File: src/rtl/vga_pkg.sv
// Shared VGA types: screen-select state and game-flow defaults used by the
// screen-selection stage and the game flow controller.
package vga_pkg;

    typedef enum logic [1:0] {
        START    = 2'd0,
        GAME     = 2'd1,
        PLAYER_1 = 2'd2,
        PLAYER_2 = 2'd3
    } state;

    localparam int unsigned WIN_POINTS_DEF  = 10;
    localparam int unsigned HOLD_CYCLES_DEF = 325_000_000;
    localparam int unsigned HOLD_CNT_W_DEF  = 29;
    localparam logic [3:0]  TALLY_MAX       = 4'hF;

    function automatic logic [3:0] sat_inc4(input logic [3:0] v);
        return (v == TALLY_MAX) ? v : v + 4'd1;
    endfunction

endpackage

File: src/rtl/edge_detect.sv
// Rising-edge pulse generator; the delayed sample resets to RST_VAL so a
// level held high through reset can be masked.
module edge_detect #(
    parameter logic RST_VAL = 1'b0
) (
    input  logic clk,
    input  logic rst,
    input  logic sig,
    output logic pulse
);

    logic sig_q;

    always_ff @(posedge clk) begin
        if (rst) begin
            sig_q <= RST_VAL;
        end else begin
            sig_q <= sig;
        end
    end

    assign pulse = sig & ~sig_q;

endmodule

File: src/rtl/game_state_ctrl.sv
// Game flow controller: START -> GAME -> winner screen -> START, with a
// one-cycle game-clear strobe and saturating per-player match tallies.
module game_state_ctrl
    import vga_pkg::*;
#(
    parameter int unsigned WIN_POINTS  = WIN_POINTS_DEF,
    parameter int unsigned HOLD_CYCLES = HOLD_CYCLES_DEF,
    parameter int unsigned CNT_W       = HOLD_CNT_W_DEF
) (
    input  logic       clk,
    input  logic       rst,
    input  logic       start_btn,
    input  logic [3:0] points_p1,
    input  logic [3:0] points_p2,
    output state       screen,
    output logic       game_clr,
    output logic       in_game,
    output logic [3:0] wins_p1,
    output logic [3:0] wins_p2
);

    localparam logic [3:0]       WIN_THR   = 4'(WIN_POINTS);
    localparam logic [CNT_W-1:0] HOLD_LAST = CNT_W'(HOLD_CYCLES - 1);

    logic             start_edge;
    state             state_q, state_d;
    logic             game_clr_q, game_clr_d;
    logic             in_game_q, in_game_d;
    logic [3:0]       wins_p1_q, wins_p1_d;
    logic [3:0]       wins_p2_q, wins_p2_d;
    logic [CNT_W-1:0] hold_cnt_q, hold_cnt_d;

    // Delayed sample resets high so a button held through reset is not a press.
    edge_detect #(
        .RST_VAL (1'b1)
    ) u_start_edge (
        .clk   (clk),
        .rst   (rst),
        .sig   (start_btn),
        .pulse (start_edge)
    );

    always_ff @(posedge clk) begin
        if (rst) begin
            state_q    <= START;
            game_clr_q <= 1'b0;
            in_game_q  <= 1'b0;
            wins_p1_q  <= '0;
            wins_p2_q  <= '0;
            hold_cnt_q <= '0;
        end else begin
            state_q    <= state_d;
            game_clr_q <= game_clr_d;
            in_game_q  <= in_game_d;
            wins_p1_q  <= wins_p1_d;
            wins_p2_q  <= wins_p2_d;
            hold_cnt_q <= hold_cnt_d;
        end
    end

    always_comb begin
        state_d    = state_q;
        game_clr_d = 1'b0;
        wins_p1_d  = wins_p1_q;
        wins_p2_d  = wins_p2_q;
        hold_cnt_d = '0;

        unique case (state_q)
            START: begin
                if (start_edge) begin
                    state_d    = GAME;
                    game_clr_d = 1'b1;
                end
            end
            GAME: begin
                // Player 1 wins a tie on the same cycle.
                if (points_p1 >= WIN_THR) begin
                    state_d   = PLAYER_1;
                    wins_p1_d = sat_inc4(wins_p1_q);
                end else if (points_p2 >= WIN_THR) begin
                    state_d   = PLAYER_2;
                    wins_p2_d = sat_inc4(wins_p2_q);
                end
            end
            PLAYER_1, PLAYER_2: begin
                if (start_edge || (hold_cnt_q == HOLD_LAST)) begin
                    state_d = START;
                end else begin
                    hold_cnt_d = hold_cnt_q + CNT_W'(1);
                end
            end
            default: begin
                state_d = START;
            end
        endcase

        in_game_d = (state_d == GAME);
    end

    assign screen   = state_q;
    assign game_clr = game_clr_q;
    assign in_game  = in_game_q;
    assign wins_p1  = wins_p1_q;
    assign wins_p2  = wins_p2_q;

endmodule

File: config.mk
export PLATFORM = sky130hd
export DESIGN_NAME = game_state_ctrl
export DESIGN_NICKNAME = d
export VERILOG_FILES = /design/src/rtl/vga_pkg.sv /design/src/rtl/edge_detect.sv /design/src/rtl/game_state_ctrl.sv
export SDC_FILE = /design/constraint.sdc
export NUM_CORES = 1
export LEC_CHECK = 0
export BUFFER_PORTS_ARGS = -buffer_cell sky130_fd_sc_hd__buf_2
export CAP_MARGIN = 20
export CORE_MARGIN = 2
export CORE_UTILIZATION = 39
export DETAILED_ROUTE_END_ITERATION = 8
export MAX_ROUTING_LAYER = met4
export PLACE_DENSITY = 0.63
export SETUP_SLACK_MARGIN = 0.05
export SYNTH_ARGS = -nofsm -noshare
export SYNTH_HDL_FRONTEND = slang
export SYNTH_SLANG_ARGS = --single-unit
File: constraint.sdc
create_clock -name clk -period 1.6 [get_ports clk]
set_clock_uncertainty 0.1 [all_clocks]
set_input_delay 0.24 -clock clk [delete_from_list [all_inputs] [get_ports clk]]
set_output_delay 0.24 -clock clk [all_outputs]
set_load 0.01 [all_outputs]
After elaboration in Yosys (flattened, before gate mapping)
Cells that the tools add are included.
- output and inout bits: 12
- input bits: 11
- register bits: 42
- equality and inequality tests: 7
- reductions and logical operators: 7
- $add $sub $neg: 3
- bitwise operators: 7
- muxes and demuxes: 6
- $lt $le $gt $ge: 2
- operators with widths (operator ; count):
    $add A29 B1 Y29 const B ; 1
    $eq A29 B29 Y1 const B ; 1
    $add A4 B1 Y4 const B ; 2
    $eq A4 B4 Y1 const B ; 2
    $ge A4 B4 Y1 const B ; 2
    $mux W2 ; 4
    $not A1 Y1 ; 6
    $pmux W2 S3 ; 1
    $eq A2 B1 Y1 const B ; 2
    $eq A2 B2 Y1 const B ; 2
    $reduce_and A4 Y1 ; 1
    $reduce_or A2 Y1 ; 2
    $reduce_and A3 Y1 ; 1
    $reduce_or A3 Y1 ; 1
    $logic_not A2 Y1 ; 1
    $and A1 B1 Y1 ; 1
    $logic_or A1 B1 Y1 ; 1
    $mux W1 ; 1

Depth between registers and ports, before layout
Gate-level depths: netlist of run 1.
- word-level depth: 6
- gate-level depth with buffers: 6
- gate-level depth less buffers: 6

Modules after synthesis
From an unflattened synthesis of run 1, not the netlist that was laid out.
- cell total of the unflattened synthesis: 218
- area, all modules: 1929.4 µm²
- modules (own cells, without submodules) (module ; cells each ; times used ; area an instance (µm²)):
    game_state_ctrl ; 215 ; 1 ; 1896.8
    edge_detect ; 3 ; 1 ; 32.5

Worst setup path before layout of run 1
Ideal clock, no wire load.
- path type: flip-flop to flip-flop
- start: reg hold_cnt_q[0]
- end: reg hold_cnt_q[22]
- cell stages (with the launch flop): 7
- arrival: 1.485 ns
- clock period less this slack: 1.700 ns
- required time: 1.386 ns
- buffers on the path: 0
- library setup time: 0.114 ns
- setup slack: -0.100 ns
- path through: dfxtp_1 ha_1 nand2_1 nor4_4 nand4_1 xor2_1 nor2_1
- word-level cells in the longest chain between the ends: 3
- elaborated cells on any way between the ends: 4
- those cells by class: 1 x add/sub; 1 x eq/ne; 2 x reduce/logical
- RTL lines (item ; line ; RTL):
    start, declared ; game_state_ctrl.sv:31 ; logic [CNT_W-1:0] hold_cnt_q, hold_cnt_d;
    start signal, assigned ; game_state_ctrl.sv:57 ; hold_cnt_q <= hold_cnt_d;
    parallel branches: the longest is 3 deep, another holds $add A29 B1 Y29 ; - ;
Several ways; the timed one is not identified.
A chain may end at the register's enable or synchronous reset.

Worst setup path after layout of run 1
- start: reg hold_cnt_q[14]
- end: reg state_q[1], in the netlist screen[1]
- word-level cells in the longest chain between the ends: 4
- RTL lines (item ; line ; RTL):
    $eq A29 B29 Y1 ; game_state_ctrl.sv:86 ; if (start_edge || (hold_cnt_q == HOLD_LAST)) begin
    $logic_or A1 B1 Y1 ; game_state_ctrl.sv:86 ;
    $mux W2 ; game_state_ctrl.sv:86 ;
    $pmux W2 S3 ; game_state_ctrl.sv:68 ; unique case (state_q)
    end signal, assigned ; game_state_ctrl.sv:52 ; state_q <= state_d;
    end, declared ; game_state_ctrl.sv:26 ; state state_q, state_d;
Every way passes these cells.

==> results of run 1 <==
==> final cells by class <==
cell class / instances / share of cell area [%]
repair buffers: 55 / 14.9
well taps: 67 / 3.22
clock buffers: 6 / 2.79
flip-flops and latches: 42 / 33.3
multi-input cells: 167 / 44.3
clock inverters: 2 / 1.44
inverters: 1 / 0.144
==> cell families (layout without fill, tap and decap cells) <==
family | after synthesis | in the layout | share of synthesized area (%)
flops | 42 | 42 | 43.3
buf+inv | 6 | 64 | 1.55
simple gates | 114 | 114 | 32.5
xor+xnor | 29 | 29 | 13.1
mux | 1 | 1 | 0.516
compound gates | 20 | 20 | 7.09
fa+ha+maj | 3 | 3 | 1.93
==> cell usage after synthesis (2+ instances only) <==
cell type,number,area (sq um)
nor3_1,3,15.0
a31oi_1,2,12.5
and2_1,4,25.0
clkbuf_1,3,11.3
nand2_1,15,56.3
xnor2_1,7,61.3
and3_1,8,50.1
nand2b_1,2,12.5
nor4b_1,2,17.5
nand3_1,13,65.1
nor2_1,39,146
o21a_1,2,15.0
o21bai_1,2,15.0
dfxtp_1,42,841
and4_1,5,43.8
ha_1,3,37.5
a21oi_1,7,35.0
nor4_4,2,42.5
buf_4,2,15.0
nand4_1,11,68.8
xor2_1,22,193
==> worst max-delay path by stage <==
| stage | start | endpoint |
|---|---|---|
| floorplan | hold_cnt_q[14] | hold_cnt_q[11] |
| global placement | hold_cnt_q[14] | screen[0] |
| detailed placement | hold_cnt_q[14] | screen[0] |
| CTS | hold_cnt_q[14] | hold_cnt_q[9] |
| global route | hold_cnt_q[14] | screen[1] |
| finish | hold_cnt_q[14] | screen[1] |
==> layout by cell type (no fill, tap or decap), types with 2 or more instances in the layout <==
| cell type | n |
|---|---|
| and4_1 | 3 |
| dfxtp_4 | 2 |
| o21bai_1 | 2 |
| nand2_1 | 15 |
| ha_2 | 2 |
| and2_1 | 4 |
| buf_2 | 20 |
| nor2_1 | 38 |
| nand3_1 | 13 |
| a31oi_1 | 2 |
| buf_6 | 3 |
| dfxtp_1 | 26 |
| nor3_1 | 3 |
| dfxtp_2 | 14 |
| xor2_1 | 22 |
| a21oi_1 | 6 |
| and3_1 | 7 |
| buf_4 | 31 |
| clkbuf_8 | 5 |
| nor4_4 | 2 |
| nand3_4 | 2 |
| xnor2_1 | 7 |
| nand4_1 | 11 |
| o21a_1 | 2 |
| nand2b_1 | 2 |
==> metrics by stage <==
step | cell area, sq um | setup TNS [ns] | utilization (%)
final | 2600 | 0 | 54.7
after global routing | 2600 | -1.61 | 54.7
after CTS | 2520 | -0.0250 | 53.1
after detailed placement | 2390 | -0.432 | 50.2
after global placement | 2390 | -0.128 | 50.2
after floorplan | 1970 | 0 | -
==> power breakdown <==
part           internal, W  switching, W
Sequential         0.00105    0.00000449
Combinational    0.0000351     0.0000364
Clock             0.000466      0.000361
==> sequential cells by signal, indices dropped and copies added (netlist names) <==
name                flops
hold_cnt_q             29
wins_p2                 4
game_clr                1
in_game                 1
u_start_edge.sig_q      1
screen                  2
wins_p1                 4
==> worst max-delay path, delay by kind of cell (launching register included) <==
| kind | cells | cell delay, ns |
|---|---|---|
| simple gates | 3 | 0.62 |
| flops | 1 | 0.34 |
| compound gates | 2 | 0.28 |
| buf+inv | 1 | 0.16 |
==> metal layers <==
layer / wire [microns] / share of wire, %
met1: 1860 / 47
met2: 1920 / 49
met3: 142 / 3.6
met4: 34 / 0.86
met5: 0 / 0
==> what timing repair did <==
item	4_1_cts	5_1_grt
hold buffers	0	0
gates resized for setup	9	22
pin swaps	1	8
setup buffers	0	2
endpoints found under the setup margin	26	30
==> results.md, run 1 <==
* Buffers on Ports at 20
* Fin crit share at 99.4%
* Reg2Reg Depth at 6
* First-pass GRT wire length at 6.87 mm
* Average size of a mapped cell at 9.03 sq um
* Tightest Pin Transition at 0.271 ns
* GRT Total Usage at 16.1%
* Syn nets at 229
* Yosys cell types at 40
* Routed WL at 3.96 mm
* DR pass1 iterations at 4
* #FFs+latches synth at 42
* WHS Path Cells at 2
* Status: finished clean
* Critical path arrival at 1.68 ns
* Max incr delay on CP at 0.34 ns
* Clk pin slew, worst setup/hold paths at 0.08 ns
* Placed cell count at 330
* TritonCTS Buffers at 5
* Synthesized instance count at 215
* Worst-path maximum fanout at 16
* Clk Latency, worst-skew pair at 0.29 ns
* Post-synth EDFFs at 0
* Post-synthesis sequential area ratio at 43.3%
* Final hold violations at 0
* Pre-CTS WS at -0.0551 ns
* Mapped Area at 1940 sq um
* Num ports at 23
* Proportion of layout cells with a drive suffix above 1 at 35.5%
* GRT met3 Usage at 4.07%
* Cell Chain, Critical Path: nor4b_4 > and4_4 > nand4_4 > o21bai_4 > buf_12 > o31ai_1
* Total Power at 0.00195 W
* RSZ-0062 raised after global routing: true
* Worst reg2reg endpoint: screen[1]
* WP data required at 1.69 ns
* Flop2flop setup slack at 0.01 ns
* Slowest CP cell: dfxtp_2
* Post-DR wirelength/cell at 11.6 microns
* Worst relative slew slack at 81.8%
* Remaining antenna violation count at 0
* CP endpoint kind: flop
* Dominant synthesized flop cell: dfxtp_1
* Clock root buffer: clkbuf_8
* Met1 Usage GRT at 19.9%
* M2 GR Usage at 26.6%
* Iter 0 DRT Violations at 77
* Area growth syn-to-layout at 34.1%
* GR peak layer: met2
* Fmax at 629 MHz
* Startpoint Class: flop
* Die height at 74.5 microns
* Synth warnings at 0
* Residual DRC count at 0
* Vias in the first global route at 1,621
* Asr flop ratio synth at 0%
* N_diodes at 0
* GR Overflow Total at 0
* DR vias at 1,685
* Hold Startpoint: start_btn
* H-Tree Depth at 2
* Register area at 866 sq um
* FF-to-FF Start: hold_cnt_q[14]
* HPWL Detailed at 2.99 mm
* Final WS setup at 0.0102 ns
* Final GP Congestion at 0.768
* Area of the multi-input gates at 1150 sq um
* Core box area at 4750 sq um
* Non-Filler Instances at 340
* Hold Path End: u_start_edge.sig_q
* Die Area at 5560 sq um
* # setup viols final at 0
* Starting density of the core at 40.8%
* Final Critical Period at 1.59 ns
* Drt via density at 4.96
* Max_cap viols at 0
* Standard-cell rows at 25
* Maximum VDD drop at 0.527 mV
* Largest net degree at the start of global routing at 17
* Leakage at 1.02 nW
* # clock sinks at 42
* Hold WC Path Type: in -> reg
* PwrDens at 750 nW/um^2
* Critical path type: reg -> reg
* Number of fill cells in the layout at 466
* Initial antenna violation count at 0
* Final Max Tran Viols at 0
* Hold slack at 0.0627 ns
* Final nets at 286
* Die width at 74.5 microns
* CTS tree: built
* Deepest clock path buffer count at 2
Note: power is estimated with default switching activity, not from simulation.
==> inputs of run 2 (changes only) <==
--- a/config.mk
+++ b/config.mk
@@ -7,12 +7,14 @@
 export LEC_CHECK = 0
 export BUFFER_PORTS_ARGS = -buffer_cell sky130_fd_sc_hd__buf_2
 export CAP_MARGIN = 20
+export CORE_ASPECT_RATIO = 1.2
 export CORE_MARGIN = 2
 export CORE_UTILIZATION = 39
 export DETAILED_ROUTE_END_ITERATION = 8
 export MAX_ROUTING_LAYER = met4
 export PLACE_DENSITY = 0.63
-export SETUP_SLACK_MARGIN = 0.05
+export REMOVE_ABC_BUFFERS = 1
+export SETUP_SLACK_MARGIN = 0.1
 export SYNTH_ARGS = -nofsm -noshare
 export SYNTH_HDL_FRONTEND = slang
 export SYNTH_SLANG_ARGS = --single-unit
==> run 2 against run 1 <==
Compared with the run above: maximum frequency decreased by 0.43%; hold slack lost 0.0074 ns; die area about the same; sequential cell count did not move; global-route usage up 0.50 points; clock-buffer cell count down 1; register-to-register slack barely moved; first-iteration DRC count increased by 23%; sequential power about the same; via count is 0.83% higher; routed wire length up 1.1%; total power is 7.2% lower; critical endpoint unchanged; largest cell class unchanged; largest power group unchanged; highest routed layer unchanged.
==> results.md, run 2 (same netlist as run 1, synthesis figures left out) <==
* Slowest CP cell: dfxtp_2 (unchanged)
* Cell Chain, Critical Path: nor4b_2 > and4_4 > nand4_4 > o21bai_4 > buf_12 > o31ai_1 (was nor4b_4 > and4_4 > nand4_4 > o21bai_4 > buf_12 > o31ai_1)
* Num ports at 23 (unchanged)
* Die width at 68.4 microns (was 74.5 microns)
* Flip-flop count of the largest register after layout at 29 (unchanged)
* Most flop-heavy register: hold_cnt_q (unchanged)
* Met1 Usage GRT at 19.6% (was 19.9%)
* Status: finished clean (unchanged)
* Tightest Pin Transition at 0.344 ns (was 0.271 ns)
* GRT Total Usage at 16.6% (was 16.1%)
* Critical path arrival at 1.68 ns (about the same)
* Post-DR wirelength/cell at 11.8 microns (was 11.6 microns)
* Worst relative slew slack at 76.9% (was 81.8%)
* RSZ-0062 raised after global routing: true (unchanged)
* Largest net degree at the start of global routing at 21 (was 17)
* HPWL Detailed at 2.92 mm (was 2.99 mm)
* Clk Latency, worst-skew pair at 0.29 ns (about the same)
* Worst reg2reg endpoint: screen[1] (unchanged)
* CP endpoint kind: flop (unchanged)
* Hold Path End: u_start_edge.sig_q (unchanged)
* Final hold violations at 0 (unchanged)
* Final GP Congestion at 0.752 (was 0.768)
* Core box area at 4870 sq um (was 4750 sq um)
* M2 GR Usage at 27.9% (was 26.6%)
* Final WS setup at 0.00332 ns (was 0.0102 ns)
* Clk pin slew, worst setup/hold paths at 0.08 ns (about the same)
* Cell family with most CP delay: simple AND/OR/NAND/NOR gates (unchanged)
* Hold-fix buffers at CTS at 0 (unchanged)
* Final Max Tran Viols at 0 (unchanged)
* Commonest non-fill, non-tap cells in the layout: 36 x nor2_1, 34 x buf_4, 25 x dfxtp_1 (was 38 x nor2_1, 31 x buf_4, 26 x dfxtp_1)
* Maximum VDD drop at 0.362 mV (was 0.527 mV)
* # clock sinks at 42 (unchanged)
* GR peak layer: met2 (unchanged)
* Die height at 81.3 microns (was 74.5 microns)
* CTS tree: built (unchanged)
* Leakage at 1.08 nW (was 1.02 nW)
* Initial antenna violation count at 0 (unchanged)
* Clock root buffer: clkbuf_8 (unchanged)
* Drt via density at 5.01 (was 4.96)
* PwrDens at 665 nW/um^2 (was 750 nW/um^2)
* Die Area at 5560 sq um (about the same)
* Starting density of the core at 39.9% (was 40.8%)
* Vias in the first global route at 1,614 (was 1,621)
* Fin crit share at 99.8% (was 99.4%)
* Flop2flop setup slack at 0.003 ns (was 0.01 ns)
* DR vias at 1,699 (was 1,685)
* Dpl cell area at 2370 sq um (was 2390 sq um)
* WP buf/inv at 1 (unchanged)
* Startpoint Class: flop (unchanged)
* Deepest clock path buffer count at 2 (unchanged)
* Buffers on Ports at 20 (unchanged)
* Proportion of layout cells with a drive suffix above 1 at 40.9% (was 35.5%)
* Area growth syn-to-layout at 40.3% (was 34.1%)
* Final non-filler cell area at 2720 sq um (was 2600 sq um)
* Final nets at 292 (was 286)
* Standard-cell rows at 28 (was 25)
* First-pass GRT wire length at 6.98 mm (was 6.87 mm)
* Pre-CTS WS at -0.0615 ns (was -0.0551 ns)
* Residual DRC count at 0 (unchanged)
* Hold WC Path Type: in -> reg (unchanged)
* Reg2Reg Depth at 6 (unchanged)
* Final Critical Period at 1.60 ns (was 1.59 ns)
* # setup viols final at 0 (unchanged)
* Fmax at 626 MHz (was 629 MHz)
* DR pass1 iterations at 4 (unchanged)
* Iter 0 DRT Violations at 95 (was 77)
* WP data required at 1.69 ns (about the same)
* Number of fill cells in the layout at 439 (was 466)
* H-Tree Depth at 2 (unchanged)
* Most common cell after layout, fill and taps aside: nor2_1 (unchanged)
* FF-to-FF Start: hold_cnt_q[14] (unchanged)
* Hold Startpoint: start_btn (unchanged)
* WHS Path Cells at 2 (unchanged)
* Worst-path maximum fanout at 20 (was 16)
* TritonCTS Buffers at 5 (unchanged)
* Routed WL at 4.00 mm (was 3.96 mm)
* GRT met3 Usage at 3.32% (was 4.07%)
* N_diodes at 0 (unchanged)
* Remaining antenna violation count at 0 (unchanged)
* Max incr delay on CP at 0.33 ns (was 0.34 ns)
* GR Overflow Total at 0 (unchanged)
* Max_cap viols at 0 (unchanged)
* Critical path type: reg -> reg (unchanged)
[run 2: cell types whose count changed in the layout (fill, tap and decap cells not counted), moves of 2 or more]
cell,change
ha_2,-2
ha_4,+2
buf_4,+3
buf_6,+3
nor2_1,-2
[run 2: report_power, final]
part	leakage, nW	switching, W	internal [W]
combinational	0.687	0.0000391	0.0000367
sequential	0.348	0.00000564	0.00105
clock	0.0441	0.000373	0.000307
total	1.08	0.000418	0.00139
[run 2: worst max path at each step]
| stage | start | to | depth (start not counted) |
|---|---|---|---|
| floorplan | hold_cnt_q[12] | screen[1] | 5 |
| global placement | hold_cnt_q[14] | screen[1] | 6 |
| detailed placement | hold_cnt_q[23] | screen[1] | 6 |
| CTS | hold_cnt_q[14] | screen[0] | 6 |
| global route | hold_cnt_q[14] | screen[1] | 6 |
| finish | hold_cnt_q[14] | screen[1] | 6 |
[run 2: area by class of cell]
| type | count | area (sq um) | share of cell area, % |
|---|---|---|---|
| tap | 60 | 75.1 | 2.76 |
| clock inverter | 3 | 21.3 | 0.781 |
| inverter | 1 | 3.75 | 0.138 |
| clock buffer | 5 | 68.8 | 2.53 |
| multi-input combinational | 167 | 1240 | 45.7 |
| timing repair buffer | 61 | 443 | 16.3 |
| sequential | 42 | 867 | 31.8 |
[run 2: per-stage QoR]
step                TNS, ns  instances  power [W]  hold WS [ns]  utilization, %
floorplan             -4.30        210    0.00111         0.209               -
global placement     -0.403        326    0.00115         0.352            48.7
detailed placement   -0.758        326    0.00115         0.355            48.7
CTS                 -0.0530        336    0.00184        0.0462            51.9
global route          -1.28        339    0.00190        0.0539            55.9
finish                    0        339    0.00181        0.0553            55.9
[run 2: routing by layer]
| metal | wire length [microns] | vias to the layer above |
|---|---|---|
| li1 | - | 882 |
| met1 | 1830 | 785 |
| met2 | 1990 | 25 |
| met3 | 133 | 7 |
| met4 | 48 | 0 |
| met5 | 0 | - |
[run 2: repair_timing]
action / CTS / global route
buffers inserted: 2 / 4
setup endpoints to repair: 28 / 33
pin swaps: 5 / 13
hold endpoints to repair: 0 / 0
resized for setup: 14 / 44
==> inputs of run 3 (changes only) <==
--- a/config.mk
+++ b/config.mk
@@ -12,7 +12,7 @@
 export CORE_UTILIZATION = 39
 export DETAILED_ROUTE_END_ITERATION = 8
 export MAX_ROUTING_LAYER = met4
-export PLACE_DENSITY = 0.63
+export PLACE_DENSITY = 0.61
 export REMOVE_ABC_BUFFERS = 1
 export SETUP_SLACK_MARGIN = 0.1
 export SYNTH_ARGS = -nofsm -noshare
==> constraint.sdc (replaced) <==
create_clock -name clk -period 2.1 [get_ports clk]
set_clock_uncertainty 0.1 [all_clocks]
set_input_delay 0.315 -clock clk [delete_from_list [all_inputs] [get_ports clk]]
set_output_delay 0.315 -clock clk [all_outputs]
set_load 0.01 [all_outputs]
==> run 3 against run 2 <==
Compared with the run above: final cell count shrank 11%; first-iteration DRC count shrank 20%; sequential cell count is the same; routed wire length shrank 11%; worst setup slack gained 0.30 ns; utilization shrank 11 points; sequential power shrank 23%; maximum frequency shrank 11%; critical path type unchanged; via count shrank 8.3%; die area is the same; highest routed layer unchanged.
==> results.md, run 3 (same netlist as run 1, synthesis figures left out) <==
* Sw Ratio at 20.7% (was 23.1%)
* Reg power frac at 59.6% (was 58.2%)
* Die width at 68.4 microns (unchanged)
* First-pass GRT wire length at 5.96 mm (was 6.98 mm)
* Setup Buffers After CTS at 0 (was 2)
* DR vias at 1,558 (was 1,699)
* WP data required at 2.17 ns (was 1.69 ns)
* DR pass1 iterations at 4 (unchanged)
* Largest net degree at the start of global routing at 18 (was 21)
* Clk pin slew, worst setup/hold paths at 0.07 ns (was 0.08 ns)
* Clk Latency, worst-skew pair at 0.28 ns (was 0.29 ns)
* Total Power at 0.00135 W (was 0.00181 W)
* Post-cts sizing count at 0 (was 14)
* Drt via density at 5.18 (was 5.01)
* Final Critical Period at 1.80 ns (was 1.60 ns)
* # setup viols final at 0 (unchanged)
* Final GP Congestion at 0.757 (was 0.752)
* TritonCTS Buffers at 5 (unchanged)
* Clock root buffer: clkbuf_8 (unchanged)
* Number of fill cells in the layout at 471 (was 439)
* Die height at 81.3 microns (unchanged)
* Num ports at 23 (unchanged)
* Final Max Tran Viols at 0 (unchanged)
* Reg2Reg Depth at 5 (was 6)
* Core box area at 4870 sq um (unchanged)
* Initial antenna violation count at 0 (unchanged)
* Share of total power in the clock network at 37.3% (was 37.6%)
* CTS tree: built (unchanged)
* Switch Pwr at 0.000280 W (was 0.000418 W)
* Final hold violations at 0 (unchanged)
* Proportion of layout cells with a drive suffix above 1 at 16.2% (was 40.9%)
* Residual DRC count at 0 (unchanged)
* Post-DR wirelength/cell at 11.9 microns (was 11.8 microns)
* Starting density of the core at 39.9% (unchanged)
* Fin crit share at 85.6% (was 99.8%)
* Commonest non-fill, non-tap cells in the layout: 42 x dfxtp_1, 39 x nor2_1, 22 x xor2_1 (was 36 x nor2_1, 34 x buf_4, 25 x dfxtp_1)
* HPWL Detailed at 2.55 mm (was 2.92 mm)
* Buffers on Ports at 20 (unchanged)
* Flip-flop count of the largest register after layout at 29 (unchanged)
* Most flop-heavy register: hold_cnt_q (unchanged)
* Area growth syn-to-layout at 13.9% (was 40.3%)
* Most common cell after layout, fill and taps aside: dfxtp_1 (was nor2_1)
* GR Overflow Total at 0 (unchanged)
* Deepest clock path buffer count at 2 (unchanged)
* Vias in the first global route at 1,362 (was 1,614)
* Hold slack at 0.134 ns (was 0.0553 ns)
* Remaining antenna violation count at 0 (unchanged)
* Final non-filler cell area at 2210 sq um (was 2720 sq um)
* Die Area at 5560 sq um (unchanged)
* CP endpoint kind: flop (unchanged)
* Worst relative slew slack at 64.5% (was 76.9%)
* Hold WC Path Type: in -> reg (unchanged)
* H-Tree Depth at 2 (unchanged)
* Startpoint Class: flop (unchanged)
* Status: finished clean (unchanged)
* RSZ-0062 raised after global routing: false (was true)
* Hold-fix buffers at CTS at 0 (unchanged)
* TNS Setup at 0 ns (unchanged)
* WHS Path Cells at 2 (unchanged)
* PwrDens at 613 nW/um^2 (was 665 nW/um^2)
* Routed WL at 3.57 mm (was 4.00 mm)
* Final nets at 256 (was 292)
* # clock sinks at 42 (unchanged)
* Maximum VDD drop at 0.376 mV (was 0.362 mV)
* Critical path type: reg -> reg (unchanged)
* Int Power at 0.00107 W (was 0.00139 W)
* Comb pwr share at 3.1% (was 4.2%)
* Standard-cell rows at 28 (unchanged)
* Worst-path maximum fanout at 17 (was 20)
* GRT Total Usage at 14.4% (was 16.6%)
* Leakage at 0.826 nW (was 1.08 nW)
* N_diodes at 0 (unchanged)
* Max_cap viols at 0 (unchanged)
* Dpl cell area at 2130 sq um (was 2370 sq um)
* Fmax at 556 MHz (was 626 MHz)
* Tightest Pin Transition at 0.525 ns (was 0.344 ns)
* Critical path arrival at 1.87 ns (was 1.68 ns)
* Iter 0 DRT Violations at 76 (was 95)
[run 3: layout make-up]
class | count | area (sq um) | area share, %
Sequential cell | 42 | 841 | 38.1
Multi-Input combinational cell | 167 | 1070 | 48.4
Clock buffer | 6 | 82.6 | 3.74
Inverter | 1 | 3.75 | 0.170
Timing Repair Buffer | 25 | 138 | 6.23
Tap cell | 60 | 75.1 | 3.40
[run 3: path summary, 6_finish.rpt]
check / end / slack, ns / startpoint
setup reg to reg: screen[1] / 0.30 / hold_cnt_q[23]
hold reg to reg: hold_cnt_q[0] / 0.38 / hold_cnt_q[0]
setup / recovery: screen[1] / 0.30 / hold_cnt_q[23]
hold / removal: u_start_edge.sig_q / 0.13 / start_btn
[run 3: power groups by stage]
stage | sequential [W] | combinational, W | clock, W
6_report | 0.000807 | 0.0000416 | 0.000505
5_1_grt | 0.000807 | 0.0000474 | 0.000555
4_1_cts | 0.000807 | 0.0000421 | 0.000528
3_5_place_dp | 0.000825 | 0.0000420 | 0
3_3_place_gp | 0.000825 | 0.0000417 | 0
2_1_floorplan | 0.000826 | 0.0000188 | 0
[run 3: layer usage]
layer | share of wire [%] | up-vias | GRT usage [%]
met5 | 0 | - | -
met3 | 3.9 | 5 | 3.74
li1 | - | 807 | -
met1 | 48 | 718 | 17.2
met4 | 1.6 | 0 | 4.80
met2 | 46 | 28 | 23.4
[run 3: per-stage QoR]
step | instances | util (%) | setup WS, ns
global route | 301 | 45.4 | 0.112
CTS | 301 | 45.4 | 0.254
floorplan | 210 | - | 0.254
global placement | 295 | 43.7 | 0.278
finish | 301 | 45.4 | 0.303
detailed placement | 295 | 43.7 | 0.273
[run 3: worst max-delay path, cell delays in order, from the launching register on]
cell and delay, ns:
dfxtp_1 0.34, nor4b_1 0.52, nand4_2 0.22, o21bai_2 0.17, buf_4 0.24, o31ai_1 0.09
